## src/rtl/muldiv_unit_if.sv

```systemverilog
// Request/result bundle between the register-bank/execute side and the
// HI/LO multiply/divide unit.
//   start, op, opA, opB      : operation request (master -> unit)
//   mt_hi, mt_lo, wdata      : direct HI/LO writes (master -> unit)
//   busy, done, div_by_zero  : status (unit -> master)
//   hi, lo                   : HI/LO register contents (unit -> master)
// All data vectors are [0:WIDTH-1]; index 0 is the MSB, as in the register bank.
interface muldiv_unit_if #(
  parameter int WIDTH = 32
);
  logic               start;
  logic [1:0]         op;
  logic [0:WIDTH-1]   opA;
  logic [0:WIDTH-1]   opB;
  logic               mt_hi;
  logic               mt_lo;
  logic [0:WIDTH-1]   wdata;
  logic               busy;
  logic               done;
  logic               div_by_zero;
  logic [0:WIDTH-1]   hi;
  logic [0:WIDTH-1]   lo;

  modport master (
    output start, op, opA, opB, mt_hi, mt_lo, wdata,
    input  busy, done, div_by_zero, hi, lo
  );

  modport slave (
    input  start, op, opA, opB, mt_hi, mt_lo, wdata,
    output busy, done, div_by_zero, hi, lo
  );
endinterface

```

## src/rtl/muldiv_unit.sv

```systemverilog
// Multi-cycle MIPS multiply/divide unit holding the HI/LO result pair.
// op: 00 MULT, 01 MULTU, 10 DIV, 11 DIVU. A radix-2 core runs WIDTH
// iterations on operand magnitudes, then a FIX cycle applies sign correction,
// writes HI/LO and pulses done. MTHI/MTLO writes are accepted only when idle.
// Ports:
//   clk    : rising-edge clock
//   rst_n  : asynchronous active-low reset
//   bus    : muldiv_unit_if slave (request, mt writes, status, HI/LO)
module muldiv_unit #(
  parameter int WIDTH = 32,
  parameter int CNT_W = 6
) (
  input  logic          clk,
  input  logic          rst_n,
  muldiv_unit_if.slave  bus
);

  localparam int W2 = 2 * WIDTH;

  typedef enum logic [1:0] {IDLE, RUN, FIX} state_t;

  // Magnitude of a two's-complement word (most negative value maps to itself,
  // which is the correct unsigned magnitude).
  function automatic logic [WIDTH-1:0] abs_w(input logic signed [WIDTH-1:0] v);
    logic [WIDTH-1:0] u;
    u = v;
    return v[WIDTH-1] ? ((~u) + WIDTH'(1)) : u;
  endfunction

  function automatic logic [WIDTH-1:0] neg_w(input logic [WIDTH-1:0] v);
    return (~v) + WIDTH'(1);
  endfunction

  function automatic logic [W2-1:0] neg_2w(input logic [W2-1:0] v);
    return (~v) + W2'(1);
  endfunction

  state_t            state_q, state_d;
  logic [CNT_W-1:0]  cnt_q, cnt_d;
  logic [1:0]        op_q, op_d;
  logic [W2-1:0]     acc_q, acc_d;
  logic [WIDTH-1:0]  b_abs_q, b_abs_d;
  logic [WIDTH-1:0]  a_raw_q, a_raw_d;
  logic              sa_q, sa_d;
  logic              sb_q, sb_d;
  logic              dz_q, dz_d;
  logic [WIDTH-1:0]  hi_q, hi_d;
  logic [WIDTH-1:0]  lo_q, lo_d;
  logic              done_q, done_d;
  logic              dbz_q, dbz_d;

  // Local MSB-left copies of the bus operands.
  logic signed [WIDTH-1:0] a_in, b_in;
  logic        [WIDTH-1:0] wdata_in;
  assign a_in     = bus.opA;
  assign b_in     = bus.opB;
  assign wdata_in = bus.wdata;

  // Shift-add step: acc = {hi, lo}; lo holds the unconsumed multiplier bits.
  logic [WIDTH:0]   mul_sum;
  logic [W2-1:0]    mul_next;
  assign mul_sum  = acc_q[0] ? ({1'b0, acc_q[W2-1:WIDTH]} + {1'b0, b_abs_q})
                             : {1'b0, acc_q[W2-1:WIDTH]};
  assign mul_next = {mul_sum, acc_q[WIDTH-1:1]};

  // Restoring divide step: acc = {remainder, dividend/quotient shift reg}.
  logic [WIDTH:0]   div_rs, div_diff;
  logic             div_qbit;
  logic [WIDTH-1:0] div_rem;
  logic [W2-1:0]    div_next;
  assign div_rs   = acc_q[W2-1:WIDTH-1];
  assign div_diff = div_rs - {1'b0, b_abs_q};
  assign div_qbit = ~div_diff[WIDTH];
  assign div_rem  = div_qbit ? div_diff[WIDTH-1:0] : div_rs[WIDTH-1:0];
  assign div_next = {div_rem, acc_q[WIDTH-2:0], div_qbit};

  // op[0]=0 marks the signed variants.
  logic             is_signed_q;
  logic [W2-1:0]    prod_fix;
  logic [WIDTH-1:0] quo_fix, rem_fix;
  assign is_signed_q = ~op_q[0];
  assign prod_fix = (is_signed_q && (sa_q ^ sb_q)) ? neg_2w(acc_q) : acc_q;
  assign quo_fix  = (is_signed_q && (sa_q ^ sb_q)) ? neg_w(acc_q[WIDTH-1:0])
                                                   : acc_q[WIDTH-1:0];
  assign rem_fix  = (is_signed_q && sa_q) ? neg_w(acc_q[W2-1:WIDTH])
                                          : acc_q[W2-1:WIDTH];

  always_ff @(posedge clk or negedge rst_n) begin
    if (!rst_n) begin
      state_q <= IDLE;
      cnt_q   <= '0;
      op_q    <= '0;
      acc_q   <= '0;
      b_abs_q <= '0;
      a_raw_q <= '0;
      sa_q    <= 1'b0;
      sb_q    <= 1'b0;
      dz_q    <= 1'b0;
      hi_q    <= '0;
      lo_q    <= '0;
      done_q  <= 1'b0;
      dbz_q   <= 1'b0;
    end else begin
      state_q <= state_d;
      cnt_q   <= cnt_d;
      op_q    <= op_d;
      acc_q   <= acc_d;
      b_abs_q <= b_abs_d;
      a_raw_q <= a_raw_d;
      sa_q    <= sa_d;
      sb_q    <= sb_d;
      dz_q    <= dz_d;
      hi_q    <= hi_d;
      lo_q    <= lo_d;
      done_q  <= done_d;
      dbz_q   <= dbz_d;
    end
  end

  always_comb begin
    state_d = state_q;
    cnt_d   = cnt_q;
    op_d    = op_q;
    acc_d   = acc_q;
    b_abs_d = b_abs_q;
    a_raw_d = a_raw_q;
    sa_d    = sa_q;
    sb_d    = sb_q;
    dz_d    = dz_q;
    hi_d    = hi_q;
    lo_d    = lo_q;
    done_d  = 1'b0;
    dbz_d   = 1'b0;
    unique case (state_q)
      IDLE: begin
        // An mt write and a start in the same cycle are both honoured; the
        // operation result overwrites HI/LO later.
        if (bus.mt_hi) hi_d = wdata_in;
        if (bus.mt_lo) lo_d = wdata_in;
        if (bus.start) begin
          state_d = RUN;
          cnt_d   = '0;
          op_d    = bus.op;
          sa_d    = ~bus.op[0] & a_in[WIDTH-1];
          sb_d    = ~bus.op[0] & b_in[WIDTH-1];
          acc_d   = {{WIDTH{1'b0}}, (bus.op[0] ? WIDTH'(a_in) : abs_w(a_in))};
          b_abs_d = bus.op[0] ? WIDTH'(b_in) : abs_w(b_in);
          a_raw_d = a_in;
          dz_d    = (b_in == '0);
        end
      end
      RUN: begin
        acc_d = op_q[1] ? div_next : mul_next;
        cnt_d = cnt_q + CNT_W'(1);
        if (cnt_q == CNT_W'(WIDTH - 1)) state_d = FIX;
      end
      FIX: begin
        state_d = IDLE;
        done_d  = 1'b1;
        if (!op_q[1]) begin
          hi_d = prod_fix[W2-1:WIDTH];
          lo_d = prod_fix[WIDTH-1:0];
        end else if (dz_q) begin
          // Divide by zero: raw dividend in HI, all ones in LO, no sign fix.
          hi_d  = a_raw_q;
          lo_d  = '1;
          dbz_d = 1'b1;
        end else begin
          hi_d = rem_fix;
          lo_d = quo_fix;
        end
      end
      default: state_d = IDLE;
    endcase
  end

  assign bus.busy        = (state_q != IDLE);
  assign bus.done        = done_q;
  assign bus.div_by_zero = dbz_q;
  assign bus.hi          = hi_q;
  assign bus.lo          = lo_q;

endmodule

```

## src/flat_wrapper.sv

```systemverilog
// flat-port wrapper written by rule: the top's interface ports become plain ports
module muldiv_unit_flat 
#(
  parameter int WIDTH = 32,
  parameter int CNT_W = 6
)
  (clk, rst_n, bus_start, bus_op, bus_opA, bus_opB, bus_mt_hi, bus_mt_lo, bus_wdata, bus_busy, bus_done, bus_div_by_zero, bus_hi, bus_lo);
  muldiv_unit_if #(.WIDTH(WIDTH)) bus_i ();
  input  logic clk;
  input  logic rst_n;
  input wire logic [$bits(bus_i.start)-1:0] bus_start;
  input wire logic [$bits(bus_i.op)-1:0] bus_op;
  input wire logic [$bits(bus_i.opA)-1:0] bus_opA;
  input wire logic [$bits(bus_i.opB)-1:0] bus_opB;
  input wire logic [$bits(bus_i.mt_hi)-1:0] bus_mt_hi;
  input wire logic [$bits(bus_i.mt_lo)-1:0] bus_mt_lo;
  input wire logic [$bits(bus_i.wdata)-1:0] bus_wdata;
  output wire logic [$bits(bus_i.busy)-1:0] bus_busy;
  output wire logic [$bits(bus_i.done)-1:0] bus_done;
  output wire logic [$bits(bus_i.div_by_zero)-1:0] bus_div_by_zero;
  output wire logic [$bits(bus_i.hi)-1:0] bus_hi;
  output wire logic [$bits(bus_i.lo)-1:0] bus_lo;
  assign bus_i.start = bus_start;
  assign bus_i.op = bus_op;
  assign bus_i.opA = bus_opA;
  assign bus_i.opB = bus_opB;
  assign bus_i.mt_hi = bus_mt_hi;
  assign bus_i.mt_lo = bus_mt_lo;
  assign bus_i.wdata = bus_wdata;
  assign bus_busy = bus_i.busy;
  assign bus_done = bus_i.done;
  assign bus_div_by_zero = bus_i.div_by_zero;
  assign bus_hi = bus_i.hi;
  assign bus_lo = bus_i.lo;
  muldiv_unit #(.WIDTH(WIDTH), .CNT_W(CNT_W)) u_core (.clk(clk), .rst_n(rst_n), .bus(bus_i));
endmodule
```

## config.mk

```make
export PLATFORM = sky130hd
export DESIGN_NAME = muldiv_unit_flat
export DESIGN_NICKNAME = d
export VERILOG_FILES = /design/src/rtl/muldiv_unit_if.sv /design/src/rtl/muldiv_unit.sv /design/src/flat_wrapper.sv
export SDC_FILE = /design/constraint.sdc
export NUM_CORES = 1
export LEC_CHECK = 0
export CAP_MARGIN = 20
export CORE_ASPECT_RATIO = 0.6
export CORE_MARGIN = 10
export CORE_UTILIZATION = 50
export DETAILED_ROUTE_END_ITERATION = 16
export DONT_BUFFER_PORTS = 1
export PLACE_DENSITY_LB_ADDON = 0.05
export SYNTH_ARGS = -nofsm -noshare
export SYNTH_HDL_FRONTEND = slang
export SYNTH_SLANG_ARGS = --single-unit
```

## constraint.sdc

```tcl
create_clock -name clk -period 4.8 [get_ports clk]
set_clock_uncertainty 0.2 [all_clocks]
set_input_delay 0.48 -clock clk [delete_from_list [all_inputs] [get_ports clk]]
set_output_delay 0.48 -clock clk [all_outputs]
set_load 0.02 [all_outputs]
```

# --- Word level (Yosys, flattened, before mapping) ---
# Index checks and enable logic that the tools add are counted.
word_totals:
  out_inout_bits: 67
  reg_bits: 207
  input_bits: 103
classes:
  n_addsub: 8
  bitwise: 11
  n_reduce_logical: 12
  muxes: 29
  n_eq_ne: 7
ops:
  columns: ["operator", "count"]
  rows:
  - ["$mux 32", 13]
  - ["$mux 64", 3]
  - ["$add 32x1->32 const B", 4]
  - ["$not 32->32", 4]
  - ["$pmux 32 s2", 2]
  - ["$pmux 64 s2", 1]
  - ["$add 64x1->64 const B", 1]
  - ["$not 64->64", 1]
  - ["$add 32x32->33", 1]
  - ["$mux 33", 1]
  - ["$sub 33x32->33", 1]
  - ["$logic_not 32->1", 1]
  - ["$pmux 6 s2", 1]
  - ["$reduce_and 2->1", 5]
  - ["$add 6x1->6 const B", 1]
  - ["$eq 6x5->1 const B", 1]
  - ["$mux 6", 1]
  - ["$ne 2x2->1 const B", 3]
  - ["$reduce_bool 2->1", 3]
  - ["$mux 1", 4]
  - ["$mux 2", 2]
  - ["$pmux 2 s2", 1]
  - ["$not 1->1", 3]
  - ["$and 1x1->1", 2]
  - ["other kinds (6)", 7]

# --- Logic depth before layout (Yosys ltp) ---
# Gate-level depths: netlist (run 1).
logic_depth:
  depth_word: 6
  depth_mapped: 15
  depth_no_buf: 13

# --- Worst setup path before layout (run 1) ---
# No wires, ideal clock.
synth_path:
  path_type: "reg2reg"
  start: "register u_core.acc_q[31]"
  end: "register u_core.acc_q[38]"
  setup_slack_ps: 1233
  synth_period_minus_slack_ps: 3567
  stages_incl_launch_ff: 15
  t_arrival_ps: 3247
  path_cell_list: "dfrtp_1 inv_1 ha_1 fa_1 nor2b_1 o211ai_1 a31o_2 a211o_1 nand3_1 a2bb2oi_1 xor2_1 buf_2 clkbuf_1 o211ai_1 a31o_2"
synth_via:
  elab_chain_len: 4
synth_rtl:
  columns: ["element", "line_no", "rtl"]
  rows:
  - ["start, declared", "muldiv_unit.sv:41", "logic [W2-1:0] acc_q, acc_d;"]
  - ["start signal, assigned", "muldiv_unit.sv:93", "acc_q <= '0;"]
  - ["start signal, assigned", "muldiv_unit.sv:107", "acc_q <= acc_d;"]
  - ["$sub 33x32->33", "muldiv_unit.sv:72", "assign div_diff = div_rs - {1'b0, b_abs_q};"]
  - ["$mux 32", "muldiv_unit.sv:74", "assign div_rem = div_qbit ? div_diff[WIDTH-1:0] : div_rs[WIDTH-1:0];"]
  - ["$mux 64", "muldiv_unit.sv:153", "acc_d = op_q[1] ? div_next : mul_next;"]
  - ["$pmux 64 s2", "muldiv_unit.sv:134", "unique case (state_q)"]
# No other way between the ends.
# A chain may end at the register's enable or synchronous reset.

# --- Worst setup path in the final report (run 1) ---
layout_path:
  start: "register u_core.acc_q[54]"
  end: "register u_core.acc_q[36]"
# Same word-level chain as after synthesis.

==> run metrics, run 1 <==
PostCTS Resize Cnt=0; asr flop ratio synth=1.00; Reg area=5190 um2; cell with the most instances after synthesis=nand2_1; die height=161 um; Setup TNS Final=0 ps; Peak VDD IR=around 340 uV; Hold Vio Cnt, Final=207; initial antenna violation count=0; routed len/inst=25.1 um; Total Wirelength=about 64,000 um; Fmax=about 240 MHz; RSZ-0062 raised after global routing=no; CP max stage cell=dfrtp_1; post-CTS setup buffers=0; # hold bufs at CTS=~100; number of distinct library cells after synthesis=74; pin count of the biggest net entering global routing=208; CORE AREA=32,500 um2; buffers added on ports=0; Filler cells=2,974; Synth Register Bits=207; max incr delay on CP=590 ps; predominant post-synthesis flop cell=dfrtp_1; CP cell instances=ha_1 > and2_1 > and3_1 > a21oi_1 > o21ai_0 > a41oi_1 > a2bb2oi_1 > xor2_4 > buf_12 > mux2i_1 > a21oi_1 > a22o_1; cell family with most CP delay=compound AO/OA/AOI/OAI gates; Hold WS=-577 ps; mapped cell area=16,500 um2; Synth Area per Inst=7.86 um2; CP arrival=about 4300 ps; router iterations before antenna repair=6; Post-Synthesis Cells=2,096; DR vias=16.2k; critical-path maximum fanout=21; ratio of cells with drive above 1 in the final layout=0.0551; clk_lat worst skew=550 ps; Final nets=~2.3k; maxcap violations=0; status=finished with violations; share of the synthesized area in the top cell type=0.314; Initial Utilization=0.507; Antenna Violating Nets Remaining=0; Worst EP required=5030 ps; Die Wd=about 250 um; Setup WS pre-CTS=802 ps; Final Cycle Share=0.854; footprint of the multi-input gates=10,500 um2; Synth Net Count=2,270; DP Wirelength=47,500 um; DRC=0; Synth Warn #=0; Lkg Pwr=0.00780 uW; failing checks=hold timing; register area share after synthesis=0.314; synth cell count leaders=nand2_1, o21ai_0, dfrtp_1, a21oi_1, nor2_1; Sink Count=207; cell accounting for the most synthesized area=dfrtp_1; clk buf depth=3; H-tree depth=1; Placer Congestion=roughly 0.94; min-delay worst type=in -> async; worst path buffer plus inverter count=1; total track usage=0.306; clock transition at the registers of the reported paths=~70 ps; number of global-route vias before repair=15.0k; Crit Path Category=reg -> reg; total CTS buffers=24; Std-Cell Rows=51; grt ovf=0; Area Overhead vs Synth=13.0%; Worst Tran Pin Value=1120 ps; fin util=0.573; endpoints failing setup=0; DR iter-0 viols=2,149; startpoint types=flip-flop; Post-synth EDFFs=0; Slew HR=0.252; Root Buffer=clkbuf_16; crit path time final=4100 ps; PwrDens=740 nW/um2; synth top area cells=dfrtp_1, nand2_1, o21ai_0; Final WS setup=702 ps; first-pass GRT wire length=between 90,000 and 100,000 um; CTS tree=built; full die area=40,800 um2; final slew viol count=0; crit end category=flip-flop; Ports=170; via-per-instance ratio=6.36; Worst path most repeated cell=a21oi_1
==> cell usage in the layout (no fill, tap or decap), types with 6 or more instances in the layout <==
cell	Yosys	layout
mux2i_1	59	59
nor2b_1	13	11
nand3_1	34	34
o22ai_1	50	50
o31ai_1	21	21
and3_1	9	9
a211oi_1	20	20
inv_1	65	65
nor3_1	38	38
dlygate4sd3_1	0	98
o41ai_1	7	7
a211o_1	7	7
a21o_1	33	33
a21oi_1	166	166
or4_1	10	10
clkbuf_16	0	25
o21ai_0	217	217
or3_1	30	30
a221oi_1	13	13
a22oi_1	7	7
o221ai_1	7	7
or2_2	7	7
nand4_1	8	8
buf_4	0	37
nand2b_1	14	13
nor2_1	138	138
xor2_1	75	74
ha_1	69	69
xnor2_1	123	123
dfrtp_1	207	204
o21ai_1	6	6
nor4_1	19	19
o211ai_1	43	43
nand2_1	316	315
a31oi_1	14	14
a222oi_1	9	9
==> metal layers <==
layer  part of all wire  vias up  GRT usage
met5                  0        -          0
met4              0.015        0     0.0464
met3               0.14       68      0.138
met2               0.38      709      0.389
met1               0.47     7903      0.461
li1                   -     7536          -
==> area by class of cell <==
| cell class | count | area share |
|---|---|---|
| Sequential cell | 207 | 0.279 |
| Clock inverter | 11 | 0.00820 |
| Tap cell | 424 | 0.0285 |
| Timing Repair Buffer | 137 | 0.0702 |
| Antenna cell | 1 | 0.000134 |
| Multi-Input combinational cell | 1670 | 0.564 |
| Inverter | 67 | 0.0135 |
| Clock buffer | 32 | 0.0366 |
==> power by group <==
group          internal, uW  switching, uW
Sequential             2370           1350
Clock                  1170            828
Combinational          3280           4770
==> worst paths after layout <==
check | to | cells past startpoint | slack, ps | start
max | u_core.acc_q[36]$_DFFE_PN0P_ | 12 | 700 | u_core.acc_q[54]$_DFFE_PN0P_
min in group clk | u_core.bus.lo[21]$_DFFE_PN0P_ | 2 | 10 | bus_wdata[10]
min | u_core.b_abs_q[28]$_DFFE_PN0P_ | 0 | -580 | rst_n
min reg2reg | u_core.a_raw_q[21]$_DFFE_PN0P_ | 2 | 280 | u_core.a_raw_q[21]$_DFFE_PN0P_
max in group asynchronous | u_core.op_q[1]$_DFFE_PN0P_ | 0 | 4270 | rst_n
max reg2reg | u_core.acc_q[36]$_DFFE_PN0P_ | 12 | 700 | u_core.acc_q[54]$_DFFE_PN0P_
==> sequential cells by signal, summed over array words and instances, names as in the netlist, 2 cells and up <==
| name | cells |
|---|---|
| u_core.a_raw_q | 32 |
| u_core.b_abs_q | 32 |
| u_core.bus.lo | 32 |
| u_core.bus.hi | 32 |
| u_core.op_q | 2 |
| u_core.state_q | 2 |
| u_core.acc_q | 64 |
| u_core.cnt_q | 6 |
==> metrics by stage <==
| stage | power [uW] | hold slack [ps] | instances | area (um2) |
|---|---|---|---|---|
| final | 13800 | -577 | 2549 | 18600 |
| after global routing | 14700 | -588 | 2548 | 18600 |
| after CTS | 13500 | -584 | 2546 | 18600 |
| after detailed placement | 11400 | -7.71 | 2405 | 16800 |
| after global placement | 11400 | -8.49 | 2405 | 16800 |
| after floorplan | 9020 | -15.6 | 2096 | 16500 |
==> cells by family (layout without fill, tap and decap cells) <==
group           count (synthesis)  count (layout)  synth area share
fa+ha+maj                      71              71            0.0548
buf+inv                       219             247            0.0508
xor+xnor                      198             198             0.105
compound gates                673             673             0.253
mux                            64              64            0.0393
simple gates                  664             664             0.182
other cells                     0               1                 0
flops                         207             207             0.314
(Power assumes the default switching activity.)
==> run 2: changes to the inputs <==
--- a/config.mk
+++ b/config.mk
@@ -8,9 +8,11 @@
 export CAP_MARGIN = 20
 export CORE_ASPECT_RATIO = 0.6
 export CORE_MARGIN = 10
-export CORE_UTILIZATION = 50
+export CORE_UTILIZATION = 55
 export DETAILED_ROUTE_END_ITERATION = 16
 export DONT_BUFFER_PORTS = 1
+export GPL_TIMING_DRIVEN = 0
+export MAX_ROUTING_LAYER = met4
 export PLACE_DENSITY_LB_ADDON = 0.05
 export SYNTH_ARGS = -nofsm -noshare
 export SYNTH_HDL_FRONTEND = slang
==> run 2 against run 1 <==
The flow still finishes with violations (hold timing). Sequential power fell by 5%. Combinational power rose by 8.4%. Fmax fell by 13%. Setup slack got worse by 610 ps. Global-route usage rose by 7.7 points. Cell area rose by 0.44%.
==> run metrics, run 2 (synthesized netlist as in run 1, its figures left out) <==
crit path time final=4700 ps; clock transition at the registers of the reported paths=70 ps; total track usage=0.383; buffers added on ports=0; Crit Path Category=reg -> reg; CTS tree=built; final slew viol count=0; Most flops, register=u_core.acc_q; switching power=7490 uW; endpoints failing setup=0; Ports=170; Largest register FFs=64; RSZ-0062 raised after global routing=no; Peak VDD IR=428 uV; DP Wirelength=~55,000 um; most frequent cells in the layout=nand2_1, o21ai_0, dfrtp_1; Hold WS=-568 ps; commonest non-fill, non-tap cell in the layout=nand2_1; number of global-route vias before repair=roughly 17k; Slew HR=0.259; Filler cells=between 2k and 3k; max incr delay on CP=590 ps; Initial Utilization=0.566; critical-path maximum fanout=10; Int Pwr=6620 uW; Fmax=213 MHz; Antenna Violating Nets Remaining=0; # hold bufs at CTS=91; via-per-instance ratio=6.78; initial antenna violation count=5; Std-Cell Rows=48; DR vias=17.9k; Worst Reg-to-Reg Cells=13; Die Wd=243 um; Hold Vio Cnt, Final=207; Sink Count=207; min-delay worst type=in -> async; routed len/inst=27.5 um; Cells after DPL=2,496; Sw Ratio=0.531; full die area=37,500 um2; Final Cycle Share=0.980; DRC=0; Gate power share=0.619; first-pass GRT wire length=107,000 um; clock network fraction of design power=0.131; terminus of the critical flop-to-flop path=u_core.acc_q[38]$_DFFE_PN0P_; Final nets=approximately 2.4k; grt ovf=0; Worst Tran Pin Value=between 1000 and 1500 ps; CP cell instances=inv_1 > fa_1 > nor2b_1 > o211ai_1 > a31o_2 > a211o_1 > nand3_1 > a2bb2oi_1 > xor2_2 > buf_2 > clkbuf_2 > o211ai_1 > a31o_2; Placer Congestion=1.06; PwrDens=755 nW/um2; router iterations before antenna repair=6; failing checks=hold timing; Total Wirelength=a little over 70,000 um; status=finished with violations; Lkg Pwr=0.00773 uW; power share of the sequential group=0.250; H-tree depth=1; CORE AREA=roughly 29,000 um2; pin count of the biggest net entering global routing=208; Worst EP required=5030 ps; ratio of cells with drive above 1 in the final layout=0.0368; DR iter-0 viols=about 2.7k; clk buf depth=3; clk_lat worst skew=550 ps; total CTS buffers=22; reg2reg start=u_core.acc_q[32]$_DFFE_PN0P_; CP arrival=4930 ps; Area Overhead vs Synth=13.5%; crit end category=flip-flop; die height=154 um; flop-to-flop setup slack=100 ps; startpoint types=flip-flop; final non-filler cell total=2,638; Root Buffer=clkbuf_16; maxcap violations=0; CP max stage cell=dfrtp_1
## run 2: cell count changes in the layout (fill, tap and decap cells not counted), moves of 4 or more
cell / before / now
clkinvlp_4: 2 / 6
diode_2: 1 / 9
buf_4: 37 / 2
clkbuf_1: 4 / 125
dlygate4sd3_1: 98 / 91
buf_1: 0 / 19
buf_2: 0 / 6
## run 2: stage by stage
step / utilization / cell area (um2) / setup TNS (ps) / worst slack [ps] / power [uW]
2_1_floorplan: - / 16500 / 0 / 1230 / 9020
6_report: 0.642 / 18700 / 0 / 96.3 / 14100
5_1_grt: 0.642 / 18700 / 0 / 55.1 / 14800
4_1_cts: 0.639 / 18600 / 0 / 96.6 / 13500
3_3_place_gp: 0.583 / 17000 / -933 / -380 / 11500
3_5_place_dp: 0.583 / 17000 / -985 / -344 / 11600
## run 2: how the worst max path moves through the flow
stage	start	end	slack, ps	depth (start not counted)
after global routing	u_core.acc_q[32]$_DFFE_PN0P_	u_core.acc_q[33]$_DFFE_PN0P_	60	14
after CTS	u_core.acc_q[31]$_DFFE_PN0P_	u_core.acc_q[38]$_DFFE_PN0P_	100	14
final	u_core.acc_q[32]$_DFFE_PN0P_	u_core.acc_q[38]$_DFFE_PN0P_	100	13
after floorplan	u_core.acc_q[31]$_DFFE_PN0P_	u_core.acc_q[38]$_DFFE_PN0P_	1230	14
after detailed placement	u_core.acc_q[0]$_DFFE_PN0P_	u_core.bus.hi[29]$_DFFE_PN0P_	-340	11
after global placement	u_core.acc_q[0]$_DFFE_PN0P_	u_core.bus.hi[29]$_DFFE_PN0P_	-380	11
## run 2: power groups by stage
stage	registers, uW	clock network [uW]	logic, uW
floorplan	3020	0	6000
global placement	3450	0	8020
detailed placement	3460	0	8160
CTS	3440	1820	8290
global route	3550	1890	9370
finish	3530	1850	8730
## run 2: layout make-up
class                   count  area (um2)  area share
multi-input cells        1670       10500       0.560
flip-flops and latches    207        5180       0.277
repair buffers             94         941      0.0503
clock buffers              26         597      0.0319
plain buffers             151         584      0.0313
well taps                 400         500      0.0268
inverters                  67         255      0.0137
clock inverters            14         144     0.00770
diodes                      9        22.5     0.00120
## run 2: per-layer routing
layer | track usage | wire length (um) | vias up
met3 | 0.176 | 12800 | 176
met5 | - | 0 | -
li1 | - | - | 7760
met1 | 0.544 | 31200 | 8587
met2 | 0.478 | 26700 | 1374
met4 | 0.0768 | 1760 | 0
## run 2: worst max-delay path: cells and delay by family (launching register included)
family / cells / cell delay, ps
and+or+nand+nor: 2 / 470
xor gates and xnor gates: 1 / 360
adders and majority gates: 1 / 440
DFF: 1 / 590
AOI/OAI and AO/OA: 6 / 1460
buffers and inverters: 3 / 1070
## run 2: what timing repair did
item                                   4_1_cts  5_1_grt
endpoints found under the hold margin      317      207
resized for setup                            2        6
buffers inserted                             0        2
setup endpoints to repair                   14       29
